[config.mk]
export PLATFORM = sky130hd
export DESIGN_NAME = keypad_entry
export DESIGN_NICKNAME = d
export VERILOG_FILES = /design/src/rtl/keypad_pkg.sv /design/src/rtl/clk_div_1hz.sv /design/src/rtl/keypad_entry.sv
export SDC_FILE = /design/constraint.sdc
export NUM_CORES = 1
export LEC_CHECK = 0
export ABC_AREA = 1
export CAP_MARGIN = 5
export CORE_MARGIN = 4
export CORE_UTILIZATION = 35
export CTS_CLUSTER_DIAMETER = 50
export DETAILED_ROUTE_END_ITERATION = 8
export GPL_TIMING_DRIVEN = 0
export SYNTH_ARGS = -nofsm -noshare
export SYNTH_HDL_FRONTEND = slang
export SYNTH_SLANG_ARGS = --single-unit
[constraint.sdc]
create_clock -name clock -period 4.8 [get_ports clock]
set_clock_uncertainty 0.05 [all_clocks]
set_input_delay 1.44 -clock clock [delete_from_list [all_inputs] [get_ports clock]]
set_output_delay 1.44 -clock clock [all_outputs]
set_load 0.01 [all_outputs]
[src/rtl/keypad_pkg.sv]
`default_nettype none
// ============================================================================
//  Module   : keypad_pkg
//  Purpose  : Shared defaults, debounce FSM state type and key-decode helpers
//             for the keypad entry block.
//  Revision : 1.0  initial release
// ============================================================================
package keypad_pkg;

    localparam int N_KEYS_DEF       = 10;
    localparam int DEBOUNCE_CYC_DEF = 4;
    localparam int DIV_DEF          = 100;
    localparam int DIGITS_DEF       = 4;

    typedef enum logic [1:0] {
        ST_IDLE    = 2'd0,
        ST_PRESS   = 2'd1,
        ST_HELD    = 2'd2,
        ST_RELEASE = 2'd3
    } kp_state_e;

    // True when exactly one key line is active
    function automatic logic key_onehot(input logic [9:0] v);
        int n;
        n = 0;
        for (int i = 0; i < 10; i++) begin
            if (v[i]) n++;
        end
        return (n == 1);
    endfunction

    // Index of the highest active line; only meaningful when key_onehot is true
    function automatic logic [3:0] key_encode(input logic [9:0] v);
        logic [3:0] code;
        code = 4'd0;
        for (int i = 0; i < 10; i++) begin
            if (v[i]) code = 4'(i);
        end
        return code;
    endfunction

endpackage
`default_nettype wire

[src/rtl/clk_div_1hz.sv]
`default_nettype none
// ============================================================================
//  Module   : clk_div_1hz
//  Purpose  : Free-running divide-by-DIV counter producing a 50% duty divided
//             clock and a one-cycle tick on the last count.
//  Revision : 1.0  initial release
// ============================================================================
module clk_div_1hz #(
    parameter int DIV = keypad_pkg::DIV_DEF
) (
    input  logic clock,
    input  logic reset,
    output logic pgt_1Hz,
    output logic tick
);

    localparam int              CW   = (DIV > 2) ? $clog2(DIV) : 1;
    localparam logic [CW-1:0]   LAST = CW'(DIV - 1);
    localparam logic [CW-1:0]   HALF = CW'(DIV / 2);

    logic [CW-1:0] cnt_q;
    logic [CW-1:0] cnt_d;
    logic          pgt_q;

    // Next count, wrapping after DIV-1
    always_comb begin
        cnt_d = (cnt_q == LAST) ? '0 : cnt_q + CW'(1);
    end

    // Counter and divided clock; the output flop looks at the next count so it
    // stays aligned with the counter value it describes
    always_ff @(posedge clock) begin
        if (reset) begin
            cnt_q <= '0;
            pgt_q <= 1'b0;
        end else begin
            cnt_q <= cnt_d;
            pgt_q <= (cnt_d < HALF);
        end
    end

    assign pgt_1Hz = pgt_q;
    assign tick    = (cnt_q == LAST);

endmodule
`default_nettype wire

[src/rtl/keypad_entry.sv]
`default_nettype none
// ============================================================================
//  Module   : keypad_entry
//  Purpose  : Synchronizes and debounces a one-hot keypad, shifts accepted
//             key codes into a BCD entry buffer and provides a 1 Hz divider.
//  Revision : 1.0  initial release
// ============================================================================
module keypad_entry
    import keypad_pkg::*;
#(
    parameter int N_KEYS       = N_KEYS_DEF,
    parameter int DEBOUNCE_CYC = DEBOUNCE_CYC_DEF,
    parameter int DIV          = DIV_DEF,
    parameter int DIGITS       = DIGITS_DEF
) (
    input  logic                         clock,
    input  logic                         reset,
    input  logic                         en,
    input  logic [N_KEYS-1:0]            keypad,
    input  logic                         clear_entry,
    output logic [3:0]                   BCD,
    output logic [4*DIGITS-1:0]          digits,
    output logic [$clog2(DIGITS+1)-1:0]  count,
    output logic                         full,
    output logic                         loadn,
    output logic                         pgt_1Hz,
    output logic                         tick
);

    localparam int                CNT_W    = $clog2(DIGITS + 1);
    localparam logic [CNT_W-1:0]  FULL_CNT = CNT_W'(DIGITS);
    localparam logic [7:0]        DEB      = 8'(DEBOUNCE_CYC);

    logic [N_KEYS-1:0]   sync1_q;
    logic [N_KEYS-1:0]   sync2_q;
    logic [9:0]          keys_ext;
    logic                key_valid;
    logic [3:0]          key_code;

    kp_state_e           state_q, state_d;
    logic [7:0]          stab_q, stab_d, stab_inc;
    logic [3:0]          code_q, code_d;
    logic                accept;

    logic [3:0]          bcd_q;
    logic [4*DIGITS-1:0] digits_q;
    logic [CNT_W-1:0]    count_q;
    logic                loadn_q;

    // Two-flop synchronizer on the raw key lines
    always_ff @(posedge clock) begin
        if (reset) begin
            sync1_q <= '0;
            sync2_q <= '0;
        end else begin
            sync1_q <= keypad;
            sync2_q <= sync1_q;
        end
    end

    // Decode the synchronized lines; zero or multiple lines mean "no key"
    always_comb begin
        keys_ext                = '0;
        keys_ext[N_KEYS-1:0]    = sync2_q;
        key_valid               = key_onehot(keys_ext);
        key_code                = key_encode(keys_ext);
    end

    // Debounce FSM next-state: stable press accepted once, stable release re-arms
    always_comb begin
        state_d  = state_q;
        stab_d   = stab_q;
        code_d   = code_q;
        accept   = 1'b0;
        stab_inc = stab_q + 8'd1;
        if (!en) begin
            state_d = ST_IDLE;
            stab_d  = 8'd0;
        end else begin
            case (state_q)
                ST_IDLE: begin
                    if (key_valid) begin
                        code_d  = key_code;
                        stab_d  = 8'd1;
                        state_d = ST_PRESS;
                    end
                end
                ST_PRESS: begin
                    if (key_valid && (key_code == code_q)) begin
                        stab_d = stab_inc;
                        if (stab_inc >= DEB) begin
                            accept  = 1'b1;
                            state_d = ST_HELD;
                        end
                    end else begin
                        stab_d  = 8'd0;
                        state_d = ST_IDLE;
                    end
                end
                ST_HELD: begin
                    if (!key_valid) begin
                        stab_d  = 8'd1;
                        state_d = ST_RELEASE;
                    end
                end
                ST_RELEASE: begin
                    if (key_valid) begin
                        state_d = ST_HELD;
                    end else begin
                        stab_d = stab_inc;
                        if (stab_inc >= DEB) begin
                            stab_d  = 8'd0;
                            state_d = ST_IDLE;
                        end
                    end
                end
                default: begin
                    stab_d  = 8'd0;
                    state_d = ST_IDLE;
                end
            endcase
        end
    end

    // Debounce FSM state registers
    always_ff @(posedge clock) begin
        if (reset) begin
            state_q <= ST_IDLE;
            stab_q  <= 8'd0;
            code_q  <= 4'd0;
        end else begin
            state_q <= state_d;
            stab_q  <= stab_d;
            code_q  <= code_d;
        end
    end

    // Entry buffer: clear beats a simultaneous acceptance, which is then dropped
    always_ff @(posedge clock) begin
        if (reset) begin
            bcd_q    <= 4'd0;
            digits_q <= '0;
            count_q  <= '0;
            loadn_q  <= 1'b1;
        end else begin
            loadn_q <= 1'b1;
            if (clear_entry) begin
                digits_q <= '0;
                count_q  <= '0;
            end else if (accept) begin
                loadn_q  <= 1'b0;
                bcd_q    <= code_q;
                digits_q <= (digits_q << 4) | (4*DIGITS)'(code_q);
                if (count_q != FULL_CNT) begin
                    count_q <= count_q + CNT_W'(1);
                end
            end
        end
    end

    assign BCD    = bcd_q;
    assign digits = digits_q;
    assign count  = count_q;
    assign full   = (count_q == FULL_CNT);
    assign loadn  = loadn_q;

    clk_div_1hz #(
        .DIV     (DIV)
    ) u_clk_div (
        .clock   (clock),
        .reset   (reset),
        .pgt_1Hz (pgt_1Hz),
        .tick    (tick)
    );

endmodule
`default_nettype wire

# Word level (Yosys, flattened, before mapping)

Index checks and enable logic that the tools add are counted.

Add/subtract/negate cells: 12
$lt $le $gt $ge: 2
Eq/ne operators: 13
Multiplexer cells: 38
Bitwise operators: 3
Reduce and logical (&&, ||, !) cells: 9

Operator list:

| kind                    | count |
|---|---|
| $add A32 B2 Y32 const B | 9 |
| $mux W32                | 9 |
| $mux W8                 | 5 |
| $eq A32 B2 Y1 const B   | 1 |
| $mux W4                 | 8 |
| $pmux W8 S4             | 1 |
| $or A16 B4 Y16          | 1 |
| $mux W2                 | 6 |
| $ne A3 B3 Y1 const B    | 3 |
| $add A8 B1 Y8 const B   | 1 |
| $ge A8 B3 Y1 const B    | 1 |
| $pmux W2 S4             | 1 |
| $add A7 B1 Y7 const B   | 1 |
| $eq A7 B7 Y1 const B    | 1 |
| $lt A7 B6 Y1 const B    | 1 |
| $mux W1                 | 7 |
| $mux W7                 | 1 |
| $ne A2 B2 Y1 const B    | 3 |
| $reduce_and A3 Y1       | 2 |
| $eq A2 B2 Y1 const B    | 2 |
| $eq A4 B4 Y1            | 1 |
| $reduce_and A2 Y1       | 2 |
| $reduce_and A4 Y1       | 1 |
| $reduce_or A2 Y1        | 2 |
| other kinds (6)         | 7 |

Register bits: 66
Input bits: 14
Output and inout bits: 27
Word-level logic and storage cells: 88

# Depth between registers and ports, before layout

Gate-level depths: netlist (run 1).

Depth after elaboration: 25
Gate-level depth with buffers: 40
Gate-level depth less buffers: 40

# Cells and area by module

From an unflattened synthesis (run 1), not the netlist that was laid out.

Cells, all modules: 561
Area total of the unflattened synthesis: 3903.7 µm²

By module, submodules not included:

| module       | times used | cells each | area an instance (µm²) | sequential area each (µm²) |
|---|---|---|---|---|
| keypad_entry | 1          | 510        | 3532.1                 | 1161.1 |
| clk_div_1hz  | 1          | 51         | 371.6                  | 160.2 |

# Worst setup path after synthesis (run 1)

Ideal clock, no wire load.

Path type: flip-flop to flip-flop
Start point: register sync2_q[0], in the netlist keys_ext[0]
End point: register bcd_q[0], in the netlist BCD[0]
Library setup time: 69 ps
Arrival time: 4892 ps
Data required time: 4681 ps
Slack: -211 ps
Stages on the path, launching flop included: 37
Path through: dfxtp_1 inv_1 ha_1 inv_1 nand2_2 nand2_1 inv_1 ha_1 nand2_1 nand2_1 ha_1 or2_1 nand2_1 inv_1 ha_1 nand2_1 nand2_1 ha_1 nand2_1 nand2_1 ha_1 nand2_1 nand2_1 ha_1 nand2_1 nand2_1 ha_1 o21ai_0 nand2_1 nor2_2 nand2_2 nor2_8 nand3_4 buf_6 nor3_4 nand2_1 o21ai_1

Cells in the longest elaborated chain, start to end: 25

RTL lines:

| item                          | line                | RTL |
|---|---|---|
| start, declared               | keypad_entry.sv:35  | `logic [N_KEYS-1:0] sync2_q;` |
| start signal, assigned        | keypad_entry.sv:57  | `sync2_q <= sync1_q;` |
| $mux W1 *                     | keypad_pkg.sv:27    | `if (v[i]) n++;` |
| $add A32 B2 Y32               | keypad_pkg.sv:27    |  |
| $mux W32 *                    | keypad_pkg.sv:27    |  |
| $add A32 B2 Y32               | keypad_pkg.sv:27    |  |
| $mux W32 *                    | keypad_pkg.sv:27    |  |
| $add A32 B2 Y32               | keypad_pkg.sv:27    |  |
| $mux W32 *                    | keypad_pkg.sv:27    |  |
| $add A32 B2 Y32               | keypad_pkg.sv:27    |  |
| (+9 left out)                 | n/a                 |  |
| $add A32 B2 Y32               | keypad_pkg.sv:27    |  |
| $mux W32 *                    | keypad_pkg.sv:27    |  |
| $eq A32 B2 Y1 *               | keypad_pkg.sv:29    | `return (n == 1);` |
| $logic_and A1 B1 Y1 *         | keypad_entry.sv:89  | `if (key_valid && (key_code == code_q)) begin` |
| $mux W1 *                     | keypad_entry.sv:89  |  |
| $mux W1 *                     | keypad_entry.sv:80  | `case (state_q)` |
| $mux W1 *                     | keypad_entry.sv:76  | `if (!en) begin` |
| $reduce_and A2 Y1 (no line) * | n/a                 |  |
| end signal, assigned          | keypad_entry.sv:152 | `bcd_q <= code_q;` |
| end, declared                 | keypad_entry.sv:45  | `logic [3:0] bcd_q;` |

Every way passes the cells marked *; elsewhere a longest branch is shown, timed or not.
A chain may end at the register's enable or synchronous reset.

# Worst setup path after layout (run 1)

Start point: register sync2_q[0], in the netlist keys_ext[0]
End point: register bcd_q[2], in the netlist BCD[2]

The elaborated chain is that of the path after synthesis.

==> results of run 1 <==
-- worst max-delay path: cells and delay by family, from the launching register on --
family	cells	cell delay, ns
buffers and inverters	4	0.37
AO/OA/AOI/OAI	1	0.07
flip-flops	1	0.33
adder cells (fa/ha/maj)	7	1.52
AND/OR/NAND/NOR	23	2.50
-- what timing repair did --
item | in CTS | in global routing
buffers inserted | 42 | 14
hold endpoints to repair | 0 | 0
gates resized for setup | 47 | 99
endpoints found under the setup margin | 38 | 38
hold buffers | 0 | 0
gates cloned | 1 | 1
pin swaps | 32 | 48
-- cells in the final DEF, fill, tap and decap left out, drive strengths merged --
master,instances
xor2,7
a21oi,25
and3,1
nand3b,4
clkinv,6
buf,52
inv,106
nor3,8
a31oi,2
clkbuf,14
or2,2
a311oi,1
and2,2
nor2,80
nand3,50
nand4,3
clkdlybuf4s50,40
nand2,123
o21ai,38
clkinvlp,1
nor4,3
o21bai,1
a21boi,1
ha,14
a31o,1
xnor2,1
o211ai,1
dfxtp,66
-- layer usage --
layer,up-vias,GRT usage,routed length (um)
met5,-,0,0
met4,0,0.0632,225
met3,22,0.0326,256
met2,64,0.269,4800
met1,1693,0.186,4190
li1,1920,-,-
-- power by group through the flow --
stage          logic (uW)  registers, uW  clock network (uW)
4_1_cts               342            601                 420
3_3_place_gp          238            611                   0
3_5_place_dp          244            613                   0
6_report              414            603                 405
5_1_grt               460            607                 448
2_1_floorplan         188            607                   0
-- final cells by class --
type | count | area (sq um) | share of cell area
clock buffers | 10 | 138 | 0.0262
plain buffers | 6 | 37.5 | 0.00715
well taps | 133 | 166 | 0.0317
multi-input cells | 368 | 2330 | 0.444
inverters | 107 | 407 | 0.0774
clock inverters | 5 | 31.3 | 0.00596
repair inverters | 1 | 5.00 | 0.000953
flip-flops and latches | 66 | 1330 | 0.252
repair buffers | 90 | 812 | 0.155
-- logic make-up (layout without fill, tap and decap cells) --
| kind of cell | Yosys count | count (layout) | share of synthesized area |
|---|---|---|---|
| compound gates | 70 | 70 | 0.101 |
| xor+xnor | 8 | 8 | 0.0193 |
| fa+ha+maj | 14 | 14 | 0.0481 |
| buf+inv | 114 | 219 | 0.122 |
| flops | 66 | 66 | 0.363 |
| simple gates | 276 | 276 | 0.347 |
-- registers in the layout, indices dropped and copies added, names as in the netlist --
register           count
BCD                    4
code_q                 4
sync1_q               10
state_q                2
u_clk_div.pgt_1Hz      1
stab_q                 8
count                  3
keys_ext              10
loadn                  1
u_clk_div.cnt_q        7
digits                16
-- through the flow --
| stage | std cells | TNS [ns] | util | instance area [sq um] |
|---|---|---|---|---|
| CTS | 779 | -6.20 | 0.491 | 4880 |
| global route | 786 | -11.86 | 0.528 | 5250 |
| global placement | 721 | -10.73 | 0.426 | 4240 |
| finish | 786 | -1.74 | 0.528 | 5250 |
| detailed placement | 721 | -13.54 | 0.426 | 4240 |
| floorplan | 548 | 0 | - | 3670 |
-- worst max-delay path by stage --
stage / slack [ns] / start / to / cells past startpoint
2_1_floorplan: 0.002 / keys_ext[1]$_SDFF_PP0_ / BCD[0]$_SDFFE_PP0P_ / 38
3_3_place_gp: -0.41 / keys_ext[1]$_SDFF_PP0_ / BCD[2]$_SDFFE_PP0P_ / 38
3_5_place_dp: -0.48 / keys_ext[1]$_SDFF_PP0_ / BCD[2]$_SDFFE_PP0P_ / 38
4_1_cts: -0.25 / keys_ext[1]$_SDFF_PP0_ / BCD[1]$_SDFFE_PP0P_ / 39
5_1_grt: -0.40 / keys_ext[1]$_SDFF_PP0_ / BCD[1]$_SDFFE_PP0P_ / 37
6_report: -0.1 / keys_ext[0]$_SDFF_PP0_ / BCD[2]$_SDFFE_PP0P_ / 35
==> impl_metrics.json, run 1 <==
{
  "launch_point_of_the_worst_reg_to_reg_path": "keys_ext[0]$_SDFF_PP0_",
  "floorplan.core_area_sq_um": 9950,
  "violated_checks": "setup timing",
  "cts.htree.levels": 3,
  "synth_edf_count": 0,
  "postSynthNetCount": 576,
  "leakagePower_uw": 0.00238,
  "fin_ws_ns": -0.0955,
  "outcome": "finished, violations left",
  "gp_congestion": 0.829,
  "hold_path_startpoint": "sync1_q[2]$_SDFF_PP0_",
  "comb_power_share": 0.291,
  "synth_area_leader_cell": "sky130_fd_sc_hd__dfxtp_1",
  "final_hold_fails": 0,
  "startpoint_class": "register",
  "cp_data_required_time_ns": 5.02,
  "switching_power_uw": 464,
  "floorplan.initialDensity": 0.366,
  "design.final.nets": 677,
  "grt_setup_unrepaired": "true",
  "dominantRegCellSynth": "sky130_fd_sc_hd__dfxtp_1",
  "grt_start_max_net_pins": 12,
  "largest_fanout_on_the_critical_path": 4,
  "arrival_time_of_data_at_the_critical_path_endpoint_ns": 5.11,
  "overflow": 0,
  "report.final.setup_viol": 34,
  "clock_transition_at_the_registers_of_the_reported_paths_ns": 0.07,
  "seqPwrFrac": 0.424,
  "worst_pin_slew_ns": 1.28,
  "routed-via-count": 3699,
  "reg2reg_to": "BCD[2]$_SDFFE_PP0P_",
  "grt_pass1_vias": 3580,
  "grt_first_pass_wirelength_mm": 15.2,
  "post-place-ws_ns": -0.477,
  "cts.root.buffer_cell": "sky130_fd_sc_hd__clkbuf_8",
  "cp-end-kind": "register",
  "cap_viol_max_count": 0,
  "post_drt_via_cell_ratio": 4.71,
  "path_class": "reg -> reg",
  "placement_rows": 36,
  "yosys_register_bits": 66,
  "length_of_the_first_detailed_routing_pass_in_iterations": 4,
  "top_post_synthesis_cells_by_area": "sky130_fd_sc_hd__dfxtp_1 (36%), sky130_fd_sc_hd__nand2_1 (11%), sky130_fd_sc_hd__inv_1 (11%)",
  "tritoncts.num_buffers": 9,
  "worst_skew_pair.late_latency_ns": 0.33,
  "internal_power_uw": 958,
  "floorplan.die.width_um": 110,
  "areaGrowthSynthToFinish_pct": 44.3,
  "path_common_cell": "sky130_fd_sc_hd__nand2_2",
  "die_area_sq_um": 12100,
  "critical_path.max_stage_delay_ns": 0.33,
  "yosys_warnings": 0,
  "drive_gt1_frac": 0.299,
  "postSynthAreaPerCell_sq_um": 6.64,
  "wire_per_inst_um": 12.0,
  "post_synth_num_cell_types": 35,
  "dp.final_hpwl_mm": 6.05,
  "synthArstFlopShare": 0,
  "maxSlewViolCount": 0,
  "floorplan.io_pins": 41,
  "route.final.wire_length_mm": 9.47,
  "synth_commonest_cells": "sky130_fd_sc_hd__nand2_1 (105), sky130_fd_sc_hd__inv_1 (104), sky130_fd_sc_hd__nor2_1 (77)",
  "p_per_area_nw_per_um2": 271,
  "syn-cell-area_sq_um": 3640,
  "synth.yosys.seq_area_share": 0.363,
  "grt_usage": 0.155,
  "remaining_drc_errors": 0,
  "die_h_um": 110,
  "drtAntennaViolNets": 0,
  "clock_sink_count": 66,
  "final_period_minus_worst_setup_slack_ns": 4.90,
  "post-layout-total-power_uw": 1420,
  "antenna_cells_inserted": 0,
  "tritoncts": "built",
  "r2r_setup_slack_ns": -0.1,
  "yosys.cell_count.top_type": "sky130_fd_sc_hd__nand2_1",
  "min_period_over_period": 1.02,
  "hold-path-cell-count": 2,
  "place.port_buffers": 40,
  "cpMaxStageDelayCell": "sky130_fd_sc_hd__dfxtp_2",
  "worst_reg_to_reg_path_cell_count": 35,
  "final.hold.worst_slack_ns": 0.351,
  "power.share.clock": 0.285,
  "swShare": 0.326,
  "max_freq_mhz": 204,
  "maxSlewHeadroom": 0.138,
  "first_iter_violations": 123,
  "cts_buffer_depth": 2,
  "antenna_violations_before_repair": 0,
  "layout.filler_cells": 898,
  "synth_cells": 548,
  "worst_ir_drop_vdd_mv": 0.187,
  "min_delay_worst_endpoint": "keys_ext[2]$_SDFF_PP0_",
  "synth_top_area_frac": 0.363,
  "hold_path.class": "reg -> reg"
}
(Power assumes the default switching activity.)
==> run 2: changes to the inputs <==
--- a/config.mk
+++ b/config.mk
@@ -14,4 +14,5 @@
 export GPL_TIMING_DRIVEN = 0
 export SYNTH_ARGS = -nofsm -noshare
 export SYNTH_HDL_FRONTEND = slang
+export SYNTH_HIERARCHICAL = 1
 export SYNTH_SLANG_ARGS = --single-unit
==> impl_metrics.json, run 2 <==
{
  "max_freq_mhz": 190,
  "layout_common_cells": "sky130_fd_sc_hd__inv_1 (87), sky130_fd_sc_hd__nor2_1 (75), sky130_fd_sc_hd__nand2_1 (67)",
  "clock_transition_at_the_registers_of_the_reported_paths_ns": 0.07,
  "overflow": 0,
  "route.final.wire_length_mm": 9.62,
  "totalNegativeSetupSlack_ns": -14.33,
  "cpMaxStageDelayCell": "sky130_fd_sc_hd__dfxtp_2",
  "postSynthNetCount": 589,
  "floorplan.core_area_sq_um": 10900,
  "post_drt_via_cell_ratio": 4.68,
  "path_class": "reg -> reg",
  "synthArstFlopShare": 0,
  "floorplan.initialDensity": 0.359,
  "place_inst": 741,
  "critical_path.max_stage_delay_ns": 0.34,
  "routed-via-count": 3812,
  "gp_congestion": 0.805,
  "cp-end-kind": "register",
  "design_area_sq_um": 5740,
  "floorplan.io_pins": 41,
  "worst_ir_drop_vdd_mv": 0.144,
  "layout.cells.most_common": "sky130_fd_sc_hd__inv_1",
  "synth.yosys.seq_area_share": 0.338,
  "worst_pin_slew_ns": 0.694,
  "length_of_the_first_detailed_routing_pass_in_iterations": 4,
  "maxSlewHeadroom": 0.536,
  "comb_power_share": 0.262,
  "yosys_warnings": 6,
  "cap_viol_max_count": 0,
  "die_h_um": 114,
  "antenna_cells_inserted": 0,
  "layout.filler_cells": 973,
  "startpoint_class": "register",
  "first_iter_violations": 167,
  "cts_buffer_depth": 2,
  "post-place-ws_ns": -0.623,
  "worst_skew_pair.late_latency_ns": 0.34,
  "cell_area_reported_after_detailed_placement_sq_um": 4580,
  "placement_rows": 38,
  "leakagePower_uw": 0.00264,
  "synth_edf_count": 0,
  "swShare": 0.294,
  "grt_first_pass_wirelength_mm": 15.6,
  "hold_path_startpoint": "sync1_q[0]$_SDFF_PP0_",
  "r2r_setup_slack_ns": -0.47,
  "cp_data_required_time_ns": 5.02,
  "hold-path-cell-count": 2,
  "dominantRegCellSynth": "sky130_fd_sc_hd__dfxtp_1",
  "areaGrowthSynthToFinish_pct": 47.0,
  "fin_ws_ns": -0.475,
  "grt_usage": 0.146,
  "remaining_drc_errors": 0,
  "largest_register_ff_count": 16,
  "synth_commonest_cells": "sky130_fd_sc_hd__inv_1 (95), sky130_fd_sc_hd__nor2_1 (91), sky130_fd_sc_hd__nand2_1 (84)",
  "tritoncts": "built",
  "min_period_over_period": 1.10,
  "min_delay_worst_endpoint": "keys_ext[0]$_SDFF_PP0_",
  "worst_reg_to_reg_path_cell_count": 42,
  "yosys.cell_count.top_type": "sky130_fd_sc_hd__inv_1",
  "grt_setup_unrepaired": "true",
  "tritoncts.num_buffers": 9,
  "violated_checks": "setup timing",
  "floorplan.die.width_um": 114,
  "cts.root.buffer_cell": "sky130_fd_sc_hd__clkbuf_8",
  "drtAntennaViolNets": 0,
  "seqCellArea_sq_um": 1320,
  "p_per_area_nw_per_um2": 273,
  "synth_area_leader_cell": "sky130_fd_sc_hd__dfxtp_1",
  "drive_gt1_frac": 0.356,
  "grt_pass1_vias": 3592,
  "cts.htree.levels": 3,
  "clock_sink_count": 66,
  "final_hold_fails": 0,
  "synth_cells": 561,
  "worst_setup_path_startpoint": "keys_ext[1]$_SDFF_PP0_",
  "path_common_cell": "sky130_fd_sc_hd__nand2_4",
  "postSynthAreaPerCell_sq_um": 6.96,
  "design.final.nets": 698,
  "final_period_minus_worst_setup_slack_ns": 5.27,
  "multiInputGateArea_sq_um": 2600,
  "wire_per_inst_um": 11.8,
  "switching_power_uw": 461,
  "grt_start_max_net_pins": 12,
  "outcome": "finished, violations left",
  "yosys_register_bits": 66,
  "place.port_buffers": 40,
  "largest_fanout_on_the_critical_path": 6,
  "arrival_time_of_data_at_the_critical_path_endpoint_ns": 5.50,
  "internal_power_uw": 1110,
  "reg2reg_to": "stab_q[6]$_SDFFE_PP0P_",
  "report.final.setup_viol": 38,
  "power.share.clock": 0.356,
  "hold_path.class": "reg -> reg",
  "synth_top_area_frac": 0.338,
  "dp.final_hpwl_mm": 6.35,
  "maxSlewViolCount": 0,
  "syn-cell-area_sq_um": 3900,
  "top_post_synthesis_cells_by_area": "sky130_fd_sc_hd__dfxtp_1 (34%), sky130_fd_sc_hd__inv_1 (9.1%), sky130_fd_sc_hd__nor2_1 (8.8%)",
  "final_cells": 815,
  "post_synth_num_cell_types": 35,
  "die_area_sq_um": 12900,
  "antenna_violations_before_repair": 0,
  "seqPwrFrac": 0.381,
  "cts_hold_repair.buffers": 0,
  "launch_point_of_the_worst_reg_to_reg_path": "keys_ext[1]$_SDFF_PP0_"
}
run 2: changes by cell type after synthesis, sizes merged, moves of 3 or more:
cell	previous run	this run
nor4	3	0
o21ai	38	35
nor2	80	100
nand3	50	53
or2	2	5
nor3	8	5
run 2: final cells by class:
cell class | count | area share
multi-input cells | 384 | 0.454
flip-flops and latches | 66 | 0.231
repair buffers | 96 | 0.159
inverters | 105 | 0.0739
well taps | 140 | 0.0305
clock buffers | 11 | 0.0229
clock inverters | 5 | 0.0179
plain buffers | 6 | 0.00872
repair inverters | 2 | 0.00305
run 2: kinds of logic (layout without fill, tap and decap cells):
family,count (synthesis),after routing,synth area share
simple gates,295,295,0.393
compound gates,66,66,0.0897
flops,66,66,0.338
xor+xnor,9,9,0.0202
fa+ha+maj,14,14,0.0449
buf+inv,111,225,0.114
run 2: worst max-delay path by stage:
stage	endpoint	slack (ns)	cells past startpoint
6_report	stab_q[6]$_SDFFE_PP0P_	-0.47	42
3_5_place_dp	digits[11]$_SDFFE_PP0P_	-0.62	39
3_3_place_gp	digits[3]$_SDFFE_PP0P_	-0.58	39
5_1_grt	stab_q[6]$_SDFFE_PP0P_	-0.73	42
4_1_cts	digits[2]$_SDFFE_PP0P_	-0.33	39
2_1_floorplan	digits[2]$_SDFFE_PP0P_	-0.25	38
run 2: power groups by stage:
stage / clock (uW) / combinational (uW) / sequential [uW]
5_1_grt: 593 / 452 / 601
3_5_place_dp: 0 / 238 / 604
2_1_floorplan: 0 / 188 / 600
4_1_cts: 572 / 307 / 593
3_3_place_gp: 0 / 234 / 603
6_report: 558 / 411 / 597
run 2: critical path: cells and delay by family, from the launching register on:
family	cells	cell delay [ns]
compound gates	2	0.11
fa+ha+maj	8	1.96
buf+inv	8	0.54
simple gates	24	2.22
flops	1	0.34
run 2: through the flow:
step / utilization / power [uW] / hold WS, ns
floorplan: - / 788 / 0.331
global placement: 0.421 / 837 / 0.341
detailed placement: 0.421 / 842 / 0.345
CTS: 0.490 / 1470 / 0.350
global route: 0.527 / 1650 / 0.366
finish: 0.527 / 1570 / 0.345
run 2: what timing repair did:
action                                  4_1_cts  5_1_grt
pin swaps                                    17       46
buffers inserted                             39       15
gates cloned                                  3        1
gates resized for setup                      43       77
endpoints found under the setup margin       38       38
run 2: metal layers:
metal,share of wire,vias up,global-route usage
met4,0.023,0,0.0649
met5,0,-,0
met3,0.034,16,0.0324
met1,0.46,1750,0.185
met2,0.48,73,0.238
li1,-,1973,-
==> run 3: changes to the inputs <==
--- a/config.mk
+++ b/config.mk
@@ -8,7 +8,7 @@
 export ABC_AREA = 1
 export CAP_MARGIN = 5
 export CORE_MARGIN = 4
-export CORE_UTILIZATION = 35
+export CORE_UTILIZATION = 40
 export CTS_CLUSTER_DIAMETER = 50
 export DETAILED_ROUTE_END_ITERATION = 8
 export GPL_TIMING_DRIVEN = 0
==> impl_metrics.json, run 3 (same netlist as run 2, synthesis figures left out) <==
{
  "outcome": "finished, violations left",
  "violated_checks": "setup timing",
  "maxSlewViolCount": 0,
  "fin_ws_ns": -0.389,
  "worst_ir_drop_vdd_mv": 0.192,
  "wire_per_inst_um": 11.4,
  "areaGrowthSynthToFinish_pct": 40.3,
  "min_period_over_period": 1.08,
  "largest_fanout_on_the_critical_path": 6,
  "post-place-ws_ns": -0.651,
  "grt_pass1_vias": 3485,
  "clock_sink_count": 66,
  "place.port_buffers": 40,
  "clock_transition_at_the_registers_of_the_reported_paths_ns": 0.08,
  "seqCellArea_sq_um": 1320,
  "route.final.wire_length_mm": 9.02,
  "die_area_sq_um": 11400,
  "grt_setup_unrepaired": "true",
  "first_iter_violations": 77,
  "tritoncts.num_buffers": 9,
  "tritoncts": "built",
  "layout.filler_cells": 883,
  "drive_gt1_frac": 0.320,
  "final_hold_fails": 0,
  "antenna_violations_before_repair": 0,
  "grt_start_max_net_pins": 14,
  "largest_register_ff_count": 16,
  "maxSlewHeadroom": 0.523,
  "length_of_the_first_detailed_routing_pass_in_iterations": 4,
  "max_freq_mhz": 193,
  "layout_common_cells": "sky130_fd_sc_hd__inv_1 (85), sky130_fd_sc_hd__nor2_1 (84), sky130_fd_sc_hd__nand2_1 (68)",
  "placement_rows": 35,
  "cpMaxStageDelayCell": "sky130_fd_sc_hd__dfxtp_2",
  "worst_skew_pair.late_latency_ns": 0.35,
  "design.final.nets": 683,
  "p_per_area_nw_per_um2": 255,
  "overflow": 0,
  "floorplan.io_pins": 41,
  "arrival_time_of_data_at_the_critical_path_endpoint_ns": 5.43,
  "floorplan.core_area_sq_um": 9370,
  "cts_hold_repair.buffers": 0,
  "grt_first_pass_wirelength_mm": 14.9,
  "most_used_layer_global_route": "met2",
  "multiInputGateArea_sq_um": 2530,
  "leakagePower_uw": 0.00252,
  "grt_usage": 0.158,
  "r2r_setup_slack_ns": -0.39,
  "path_common_cell": "sky130_fd_sc_hd__nand2_4",
  "report.final.setup_viol": 38,
  "cap_viol_max_count": 0,
  "path_class": "reg -> reg",
  "critical_path.max_stage_delay_ns": 0.34,
  "cts.root.buffer_cell": "sky130_fd_sc_hd__clkbuf_8",
  "design_area_sq_um": 5480,
  "floorplan.die.width_um": 107,
  "cts_buffer_depth": 2,
  "remaining_drc_errors": 0,
  "final_period_minus_worst_setup_slack_ns": 5.19,
  "die_h_um": 107,
  "drtAntennaViolNets": 0,
  "routed-via-count": 3683,
  "post_drt_via_cell_ratio": 4.67,
  "cp-end-kind": "register",
  "gp_congestion": 0.782,
  "hold_path.class": "reg -> reg",
  "antenna_cells_inserted": 0,
  "gr-usage-met2": 0.275,
  "startpoint_class": "register",
  "worst_pin_slew_ns": 0.713,
  "dp.final_hpwl_mm": 6.19,
  "final.hold.worst_slack_ns": 0.346,
  "cp_data_required_time_ns": 5.04,
  "floorplan.initialDensity": 0.417,
  "groute.layer.met3.usage": 0.0295,
  "globalRouteMet1Util": 0.193,
  "cts.htree.levels": 3,
  "cell_area_reported_after_detailed_placement_sq_um": 4570,
  "layout.cells.most_common": "sky130_fd_sc_hd__inv_1"
}
run 3: power breakdown:
| part | leakage, uW | total, uW | internal (uW) | switching, uW |
|---|---|---|---|---|
| registers | 0.000539 | 594 | 571 | 23.0 |
| logic | 0.00189 | 332 | 143 | 189 |
| clock network | 0.000100 | 473 | 244 | 229 |
| total | 0.00252 | 1400 | 958 | 441 |
run 3: layer usage:
metal,share of wire,vias to the layer above,wire length (um)
li1,-,1936,-
met1,0.45,1679,4040
met2,0.49,54,4460
met3,0.039,14,352
met4,0.018,0,166
met5,0,-,0
run 3: critical path, delay by kind of cell (launching register included):
family / cells / cell delay [ns]
compound gates: 1 / 0.05
flops: 1 / 0.34
simple gates: 24 / 2.33
fa+ha+maj: 8 / 1.90
buf+inv: 6 / 0.48
run 3: per-stage QoR:
stage,total power (uW),setup TNS (ns),util,cells
CTS,1370,-12.29,0.559,778
floorplan,788,-7.31,-,561
detailed placement,844,-22.00,0.487,730
global route,1480,-20.01,0.584,789
finish,1400,-9.83,0.584,789
global placement,838,-20.04,0.487,730
run 3: final timing paths:
path,start,cells after the start,to
worst max-delay path,keys_ext[1]$_SDFF_PP0_,39,count[2]$_SDFFE_PP0P_
worst min-delay path,sync1_q[0]$_SDFF_PP0_,2,keys_ext[0]$_SDFF_PP0_
worst max register to register,keys_ext[1]$_SDFF_PP0_,39,count[2]$_SDFFE_PP0P_
worst min register to register,sync1_q[0]$_SDFF_PP0_,2,keys_ext[0]$_SDFF_PP0_
run 3: area by class of cell:
class                           instances  share of cell area
Buffer                                  6             0.00914
Timing Repair inverter                  1             0.00160
Multi-Input combinational cell        384               0.463
Clock inverter                          7              0.0142
Clock buffer                            9              0.0226
Sequential cell                        66               0.242
Inverter                              105              0.0756
Timing Repair Buffer                   82               0.143
Tap cell                              129              0.0295
run 3: what timing repair did:
item | in CTS | in global routing
pin swaps | 26 | 29
endpoints found under the setup margin | 38 | 38
resized for setup | 47 | 47
buffers inserted | 29 | 13
gates cloned | 3 | 0
